File: src/rtl/uart_apb_pkg.sv
// rtl/uart_apb_pkg.sv - shared types and constants for the two-requester APB arbiter
// Contents: requester count, default ACCESS-phase timeout, FSM state type and
// encodings, and a helper that turns a requester index into a one-hot strobe.
package uart_apb_pkg;

    localparam int N_REQ           = 2;
    localparam int DEFAULT_TIMEOUT = 16;

    typedef logic [1:0] state_t;

    localparam state_t ST_IDLE   = 2'd0;
    localparam state_t ST_SETUP  = 2'd1;
    localparam state_t ST_ACCESS = 2'd2;
    localparam state_t ST_RESP   = 2'd3;

    function automatic logic [N_REQ-1:0] onehot_of(input logic idx);
        return idx ? 2'b10 : 2'b01;
    endfunction

endpackage

File: src/rtl/uart_apb_arb_if.sv
// rtl/uart_apb_arb_if.sv - APB bus between the arbiter (master) and UART_REG (slave)
// Signals: PADDR/PWRITE/PWDATA/PSEL/PENABLE driven by the master,
// PRDATA/PREADY driven by the slave.
interface uart_apb_arb_if;

    logic [31:0] PADDR;
    logic        PWRITE;
    logic [31:0] PWDATA;
    logic        PSEL;
    logic        PENABLE;
    logic [31:0] PRDATA;
    logic        PREADY;

    modport master (
        output PADDR, PWRITE, PWDATA, PSEL, PENABLE,
        input  PRDATA, PREADY
    );

    modport slave (
        input  PADDR, PWRITE, PWDATA, PSEL, PENABLE,
        output PRDATA, PREADY
    );

endinterface

File: src/rtl/uart_apb_arb_rr_arb2.sv
// rtl/uart_apb_arb_rr_arb2.sv - two-way round-robin grant with a last-grant pointer
// Ports: clk, rst_n (async, active-low); req[1:0] requests; accept commits the
// current grant; gnt[1:0] one-hot grant and gnt_idx its index (combinational).
module rr_arb2
    import uart_apb_pkg::*;
(
    input  logic             clk,
    input  logic             rst_n,
    input  logic [N_REQ-1:0] req,
    input  logic             accept,
    output logic [N_REQ-1:0] gnt,
    output logic             gnt_idx
);

    // Index of the requester that wins a tie; it flips to the other side of
    // whoever was last accepted, so reset leaves requester 0 in front.
    logic prio_q;
    logic prio_d;

    always_comb begin
        gnt_idx = 1'b0;
        gnt     = '0;
        if (req[prio_q]) begin
            gnt_idx = prio_q;
        end else if (req[~prio_q]) begin
            gnt_idx = ~prio_q;
        end
        if (req != '0) begin
            gnt = onehot_of(gnt_idx);
        end
    end

    always_comb begin
        prio_d = prio_q;
        if (accept && (req != '0)) begin
            prio_d = ~gnt_idx;
        end
    end

    always_ff @(posedge clk or negedge rst_n) begin
        if (!rst_n) begin
            prio_q <= 1'b0;
        end else begin
            prio_q <= prio_d;
        end
    end

endmodule

File: src/rtl/uart_apb_arb.sv
// rtl/uart_apb_arb.sv - arbitrates two requesters onto one APB master port towards UART_REG
// Ports: PCLK, PRESETn (async, active-low); req_valid/req_write/req_addr/req_wdata
// per-requester transfer requests (32-bit lanes); req_ready acceptance pulse;
// rsp_valid/rsp_rdata/rsp_err completion pulse with read data and timeout flag;
// apb master modport towards the register block.
module uart_apb_arb
    import uart_apb_pkg::*;
#(
    parameter int TIMEOUT = DEFAULT_TIMEOUT
)
(
    input  logic                  PCLK,
    input  logic                  PRESETn,
    input  logic [N_REQ-1:0]      req_valid,
    input  logic [N_REQ-1:0]      req_write,
    input  logic [32*N_REQ-1:0]   req_addr,
    input  logic [32*N_REQ-1:0]   req_wdata,
    output logic [N_REQ-1:0]      req_ready,
    output logic [N_REQ-1:0]      rsp_valid,
    output logic [31:0]           rsp_rdata,
    output logic                  rsp_err,
    uart_apb_arb_if.master        apb
);

    state_t            state_q,     state_d;
    logic [N_REQ-1:0]  req_ready_q, req_ready_d;
    logic [N_REQ-1:0]  rsp_valid_q, rsp_valid_d;
    logic [31:0]       rsp_rdata_q, rsp_rdata_d;
    logic              rsp_err_q,   rsp_err_d;
    logic              psel_q,      psel_d;
    logic              penable_q,   penable_d;
    logic              pwrite_q,    pwrite_d;
    logic [31:0]       paddr_q,     paddr_d;
    logic [31:0]       pwdata_q,    pwdata_d;
    logic              owner_q,     owner_d;
    logic [7:0]        wait_q,      wait_d;

    logic [N_REQ-1:0]  arb_gnt;
    logic              arb_idx;
    logic              arb_accept;

    rr_arb2 u_rr_arb2 (
        .clk     (PCLK),
        .rst_n   (PRESETn),
        .req     (req_valid),
        .accept  (arb_accept),
        .gnt     (arb_gnt),
        .gnt_idx (arb_idx)
    );

    // State names follow the APB phase visible on the bus: the grant is
    // registered while still in IDLE, so req_ready is seen one cycle before
    // PSEL rises and IDLE must not re-arbitrate while that pulse is out.
    always_comb begin
        state_d     = state_q;
        req_ready_d = '0;
        rsp_valid_d = '0;
        rsp_rdata_d = rsp_rdata_q;
        rsp_err_d   = rsp_err_q;
        psel_d      = psel_q;
        penable_d   = penable_q;
        pwrite_d    = pwrite_q;
        paddr_d     = paddr_q;
        pwdata_d    = pwdata_q;
        owner_d     = owner_q;
        wait_d      = wait_q;
        arb_accept  = 1'b0;

        case (state_q)
            ST_IDLE: begin
                if (req_ready_q != '0) begin
                    state_d = ST_SETUP;
                    psel_d  = 1'b1;
                end else if (req_valid != '0) begin
                    arb_accept  = 1'b1;
                    req_ready_d = arb_gnt;
                    owner_d     = arb_idx;
                    pwrite_d    = req_write[arb_idx];
                    paddr_d     = req_addr[{arb_idx, 5'd0} +: 32];
                    pwdata_d    = req_wdata[{arb_idx, 5'd0} +: 32];
                end
            end

            ST_SETUP: begin
                state_d   = ST_ACCESS;
                penable_d = 1'b1;
                wait_d    = 8'd0;
            end

            ST_ACCESS: begin
                // A ready slave wins over a counter that is about to expire.
                if (apb.PREADY) begin
                    state_d     = ST_RESP;
                    psel_d      = 1'b0;
                    penable_d   = 1'b0;
                    rsp_valid_d = onehot_of(owner_q);
                    rsp_rdata_d = pwrite_q ? 32'd0 : apb.PRDATA;
                    rsp_err_d   = 1'b0;
                end else begin
                    wait_d = wait_q + 8'd1;
                    if (wait_q == 8'(TIMEOUT - 1)) begin
                        state_d     = ST_RESP;
                        psel_d      = 1'b0;
                        penable_d   = 1'b0;
                        rsp_valid_d = onehot_of(owner_q);
                        rsp_rdata_d = 32'd0;
                        rsp_err_d   = 1'b1;
                    end
                end
            end

            ST_RESP: begin
                state_d = ST_IDLE;
            end

            default: begin
                state_d   = ST_IDLE;
                psel_d    = 1'b0;
                penable_d = 1'b0;
            end
        endcase
    end

    always_ff @(posedge PCLK or negedge PRESETn) begin
        if (!PRESETn) begin
            state_q     <= ST_IDLE;
            req_ready_q <= '0;
            rsp_valid_q <= '0;
            rsp_rdata_q <= 32'd0;
            rsp_err_q   <= 1'b0;
            psel_q      <= 1'b0;
            penable_q   <= 1'b0;
            pwrite_q    <= 1'b0;
            paddr_q     <= 32'd0;
            pwdata_q    <= 32'd0;
            owner_q     <= 1'b0;
            wait_q      <= 8'd0;
        end else begin
            state_q     <= state_d;
            req_ready_q <= req_ready_d;
            rsp_valid_q <= rsp_valid_d;
            rsp_rdata_q <= rsp_rdata_d;
            rsp_err_q   <= rsp_err_d;
            psel_q      <= psel_d;
            penable_q   <= penable_d;
            pwrite_q    <= pwrite_d;
            paddr_q     <= paddr_d;
            pwdata_q    <= pwdata_d;
            owner_q     <= owner_d;
            wait_q      <= wait_d;
        end
    end

    assign req_ready   = req_ready_q;
    assign rsp_valid   = rsp_valid_q;
    assign rsp_rdata   = rsp_rdata_q;
    assign rsp_err     = rsp_err_q;
    assign apb.PSEL    = psel_q;
    assign apb.PENABLE = penable_q;
    assign apb.PWRITE  = pwrite_q;
    assign apb.PADDR   = paddr_q;
    assign apb.PWDATA  = pwdata_q;

endmodule

File: src/flat_wrapper.sv
// flat-port wrapper written by rule: the top's interface ports become plain ports
module uart_apb_arb_flat import uart_apb_pkg::*;
#(
    parameter int TIMEOUT = DEFAULT_TIMEOUT
)
  (PCLK, PRESETn, req_valid, req_write, req_addr, req_wdata, req_ready, rsp_valid, rsp_rdata, rsp_err, apb_PADDR, apb_PWRITE, apb_PWDATA, apb_PSEL, apb_PENABLE, apb_PRDATA, apb_PREADY);
  uart_apb_arb_if apb_i ();
  input  logic PCLK;
  input  logic PRESETn;
  input  logic [N_REQ-1:0] req_valid;
  input  logic [N_REQ-1:0] req_write;
  input  logic [32*N_REQ-1:0] req_addr;
  input  logic [32*N_REQ-1:0] req_wdata;
  output logic [N_REQ-1:0] req_ready;
  output logic [N_REQ-1:0] rsp_valid;
  output logic [31:0] rsp_rdata;
  output logic rsp_err;
  output wire logic [$bits(apb_i.PADDR)-1:0] apb_PADDR;
  output wire logic [$bits(apb_i.PWRITE)-1:0] apb_PWRITE;
  output wire logic [$bits(apb_i.PWDATA)-1:0] apb_PWDATA;
  output wire logic [$bits(apb_i.PSEL)-1:0] apb_PSEL;
  output wire logic [$bits(apb_i.PENABLE)-1:0] apb_PENABLE;
  input wire logic [$bits(apb_i.PRDATA)-1:0] apb_PRDATA;
  input wire logic [$bits(apb_i.PREADY)-1:0] apb_PREADY;
  assign apb_PADDR = apb_i.PADDR;
  assign apb_PWRITE = apb_i.PWRITE;
  assign apb_PWDATA = apb_i.PWDATA;
  assign apb_PSEL = apb_i.PSEL;
  assign apb_PENABLE = apb_i.PENABLE;
  assign apb_i.PRDATA = apb_PRDATA;
  assign apb_i.PREADY = apb_PREADY;
  uart_apb_arb #(.TIMEOUT(TIMEOUT)) u_core (.PCLK(PCLK), .PRESETn(PRESETn), .req_valid(req_valid), .req_write(req_write), .req_addr(req_addr), .req_wdata(req_wdata), .req_ready(req_ready), .rsp_valid(rsp_valid), .rsp_rdata(rsp_rdata), .rsp_err(rsp_err), .apb(apb_i));
endmodule
File: config.mk
export PLATFORM = sky130hd
export DESIGN_NAME = uart_apb_arb_flat
export DESIGN_NICKNAME = d
export VERILOG_FILES = /design/src/rtl/uart_apb_pkg.sv /design/src/rtl/uart_apb_arb_if.sv /design/src/rtl/uart_apb_arb_rr_arb2.sv /design/src/rtl/uart_apb_arb.sv /design/src/flat_wrapper.sv
export SDC_FILE = /design/constraint.sdc
export NUM_CORES = 1
export LEC_CHECK = 0
export CORE_MARGIN = 10
export CORE_UTILIZATION = 36
export CTS_CLUSTER_SIZE = 8
export DETAILED_ROUTE_END_ITERATION = 10
export PLACE_DENSITY = 0.88
export SYNTH_ARGS = -nofsm -noshare
export SYNTH_HDL_FRONTEND = slang
export SYNTH_SLANG_ARGS = --single-unit
File: constraint.sdc
create_clock -name PCLK -period 1.9 [get_ports PCLK]
set_clock_uncertainty 0.2 [all_clocks]
set_input_delay 0.285 -clock PCLK [delete_from_list [all_inputs] [get_ports PCLK]]
set_output_delay 0.285 -clock PCLK [all_outputs]
set_load 0.05 [all_outputs]
==> metrics <==
status finished with violations; failing checks negative setup slack; critical path type reg2reg; Buf/Inv on CP 3; fmax 524.5 MHz; WP data arrival 1.99 ns; worst-case vdd ir drop 0.001149 V; startpoint types flop; Layout area overhead 67.91%; via count 5028; post-DP HPWL 14220 um; largest net degree at the start of global routing 40; deepest clock path buffer count 2; number of buffers created by CTS 17; CP top delay family buffers and inverters; mean post-synth cell area 11.60 um^2; Mapped Cells 457; CTS tree yes; CTS sink cnt 116; CP Data Required Time 1.98 ns; routed vias/inst 5.389; Top Ports 271; drt pass-1 iters 4; chip width 141.4 um; Tot GR Track Use 0.1831; Die Area 19980 um^2; final non-filler cell area 8904 um^2; Mapped Nets 629; reg-to-reg critical path endpoint u_core.apb.PADDR[8]$_DFFE_PN0P_; Syn. warnings 0; Critical path origin u_core.state_q[0]$_DFFE_PN0P_; global-route wire length before repair 29400 um; initial antenna violation count 0; drt wl/cell 20.71 um; vias in the first global route 5404; drt first-iter violations 249; critical path endpoint category flop; pre-CTS setup slack -0.1887 ns; Multi-input gate area 2083 um^2; antenna cell count 0; DR DRC count 0; Power per Cell Area 1933 nW/um^2; Worst path depth 7; Final Power 17.21 mW; R2R cell count 7; final hold violation count 0; post-layout worst setup margin -0.006531 ns; Min Clock Period, post-route 1.907 ns; Antenna Nets Post-Route 0; clock root cell clkbuf_16; filler instances 1123; Std-Cell Rows 44; Worst-path clk slew 0.05 ns; CP Capture Point u_core.apb.PADDR[8]$_DFFE_PN0P_; period utilization 1.003; Nets 908; worst hold path type in2async; Seq/Total Area, Yosys 0.5474; H-tree depth 4; commonest non-fill, non-tap cells in the layout 165 x clkdlybuf4s50_1, 116 x buf_4, 114 x dfrtp_1; worst-path cell chain inv_2, ha_4, nor3b_4, buf_6, buf_12, a21boi_0, a221o_1; Leak Pwr 4.043 nW; commonest non-fill, non-tap cell in the layout clkdlybuf4s50_1; DP Area 8098 um^2; Cell variety after synth 39; Max FO, Critical Path 30; core box area 14480 um^2; slew margin rel. 0.7385; slowest CP cell dfrtp_1; Max-Cap Viols 0; final setup violation count 2; DRT Wirelength 19320 um; initial core utilization 0.3662; max-slew violation count 0; total grt overflow 0; RSZ-0062 raised after global routing yes; I/O Buffers 270; worst r2r src u_core.state_q[0]$_DFFE_PN0P_; Die Y 141.4 um; Worst-Skew Late Latency 0.41 ns; r2r setup slk -0.007 ns; Post-synth ARST share 1.000; layout cell share with drive strength beyond 1 0.2483; Synth Cell Area 5303 um^2; RD Place Congestion 0.8069; max incr delay on CP 0.39 ns; Seq cells post-synth 116; Least-Margin Pin Slew 0.3922 ns; Post-synth top flop dfrtp_1; fin util 0.6149; number of synthesized flops with an enable pin 0; register area 2905 um^2
Yosys cell counts, types with 2 or more instances:
cell type / instances / area share
a221o_1: 65 / 0.12
inv_1: 36 / 0.025
nor2_1: 2 / 0.0014
o31ai_1: 2 / 0.0028
mux2_2: 2 / 0.0042
and3_1: 4 / 0.0047
buf_2: 15 / 0.014
dfrtp_1: 116 / 0.55
nor2b_1: 3 / 0.0035
clkbuf_1: 17 / 0.012
a21boi_1: 7 / 0.0099
nand2b_1: 4 / 0.0047
ha_1: 5 / 0.012
a22oi_1: 32 / 0.045
buf_6: 8 / 0.017
nand2_1: 9 / 0.0064
a21o_1: 4 / 0.0057
or4_1: 2 / 0.0028
a21boi_0: 58 / 0.082
nand3_1: 5 / 0.0047
o21ai_0: 34 / 0.032
o211ai_1: 7 / 0.0099
mux2i_1: 2 / 0.0038
a21oi_1: 3 / 0.0028
kinds of logic (layout without fill, tap and decap cells):
| logic type | count (synthesis) | after routing | synth area share |
|---|---|---|---|
| muxes | 4 | 4 | 0.008023 |
| xor gates and xnor gates | 1 | 1 | 0.001652 |
| AOI/OAI and AO/OA | 216 | 216 | 0.3190 |
| adders and majority gates | 5 | 5 | 0.01180 |
| and+or+nand+nor | 36 | 36 | 0.04106 |
| DFF | 116 | 116 | 0.5474 |
| buffers and inverters | 79 | 371 | 0.07102 |
flip-flops by register name, summed over array words and instances, names as in the netlist:
register,cells
u_core.apb.PADDR,32
u_core.apb.PENABLE,1
u_core.apb.PSEL,1
u_core.apb.PWDATA,32
u_core.apb.PWRITE,1
u_core.owner_q,1
u_core.req_ready,2
u_core.rsp_err,1
u_core.rsp_rdata,32
u_core.rsp_valid,2
u_core.state_q,2
u_core.u_rr_arb2.prio_q,1
u_core.wait_q,8
worst min-delay path by stage:
stage                       start                               to  slack (ns)  cells after the start
after floorplan           PRESETn  u_core.apb.PADDR[0]$_DFFE_PN0P_       -0.21                      0
after global placement    PRESETn  u_core.rsp_rdata[2]$_DFFE_PN0P_        0.04                      1
after detailed placement  PRESETn  u_core.rsp_rdata[2]$_DFFE_PN0P_        0.04                      1
after CTS                 PRESETn  u_core.rsp_rdata[2]$_DFFE_PN0P_        0.16                      2
after global routing      PRESETn  u_core.rsp_rdata[3]$_DFFE_PN0P_        0.18                      2
final                     PRESETn  u_core.rsp_rdata[2]$_DFFE_PN0P_        0.15                      2
per-stage QoR:
stage	hold WS, ns	cells	TNS (ns)
after floorplan	-0.2106	457	-0.7188
after global placement	0.03756	895	-4.238
after detailed placement	0.03894	895	-7.625
after CTS	0.1552	930	-0.008373
after global routing	0.1799	933	-1.255
final	0.1462	933	-0.006588
power by group:
group          leakage, nW  total [mW]  internal [mW]  switching [mW]
registers             1.38        4.26           3.55           0.712
logic                 2.35        9.55           3.64            5.91
clock network        0.309        3.41           2.26            1.15
timing repair:
| action | 4_1_cts | 5_1_grt |
|---|---|---|
| endpoints found under the hold margin | 91 | 0 |
| resized for setup | 10 | 26 |
| hold buffers | 1 | 0 |
| cloned | 0 | 3 |
| setup endpoints to repair | 104 | 104 |
| buffers inserted | 3 | 0 |
| pin swaps | 14 | 6 |
metal layers:
layer / share of wire / GRT usage / up-vias
li1: - / - / 2304
met1: 0.40 / 0.2130 / 2461
met2: 0.48 / 0.2866 / 233
met3: 0.10 / 0.08578 / 30
met4: 0.023 / 0.07120 / 0
met5: 0 / 0 / -
cell type report:
| class | instances | share of cell area |
|---|---|---|
| Clock buffer | 19 | 0.05087 |
| Timing Repair Buffer | 302 | 0.3270 |
| Inverter | 37 | 0.01560 |
| Tap cell | 184 | 0.02586 |
| Clock inverter | 13 | 0.02038 |
| Multi-Input combinational cell | 262 | 0.2340 |
| Sequential cell | 116 | 0.3263 |
Note: power is estimated with default switching activity, not from simulation.
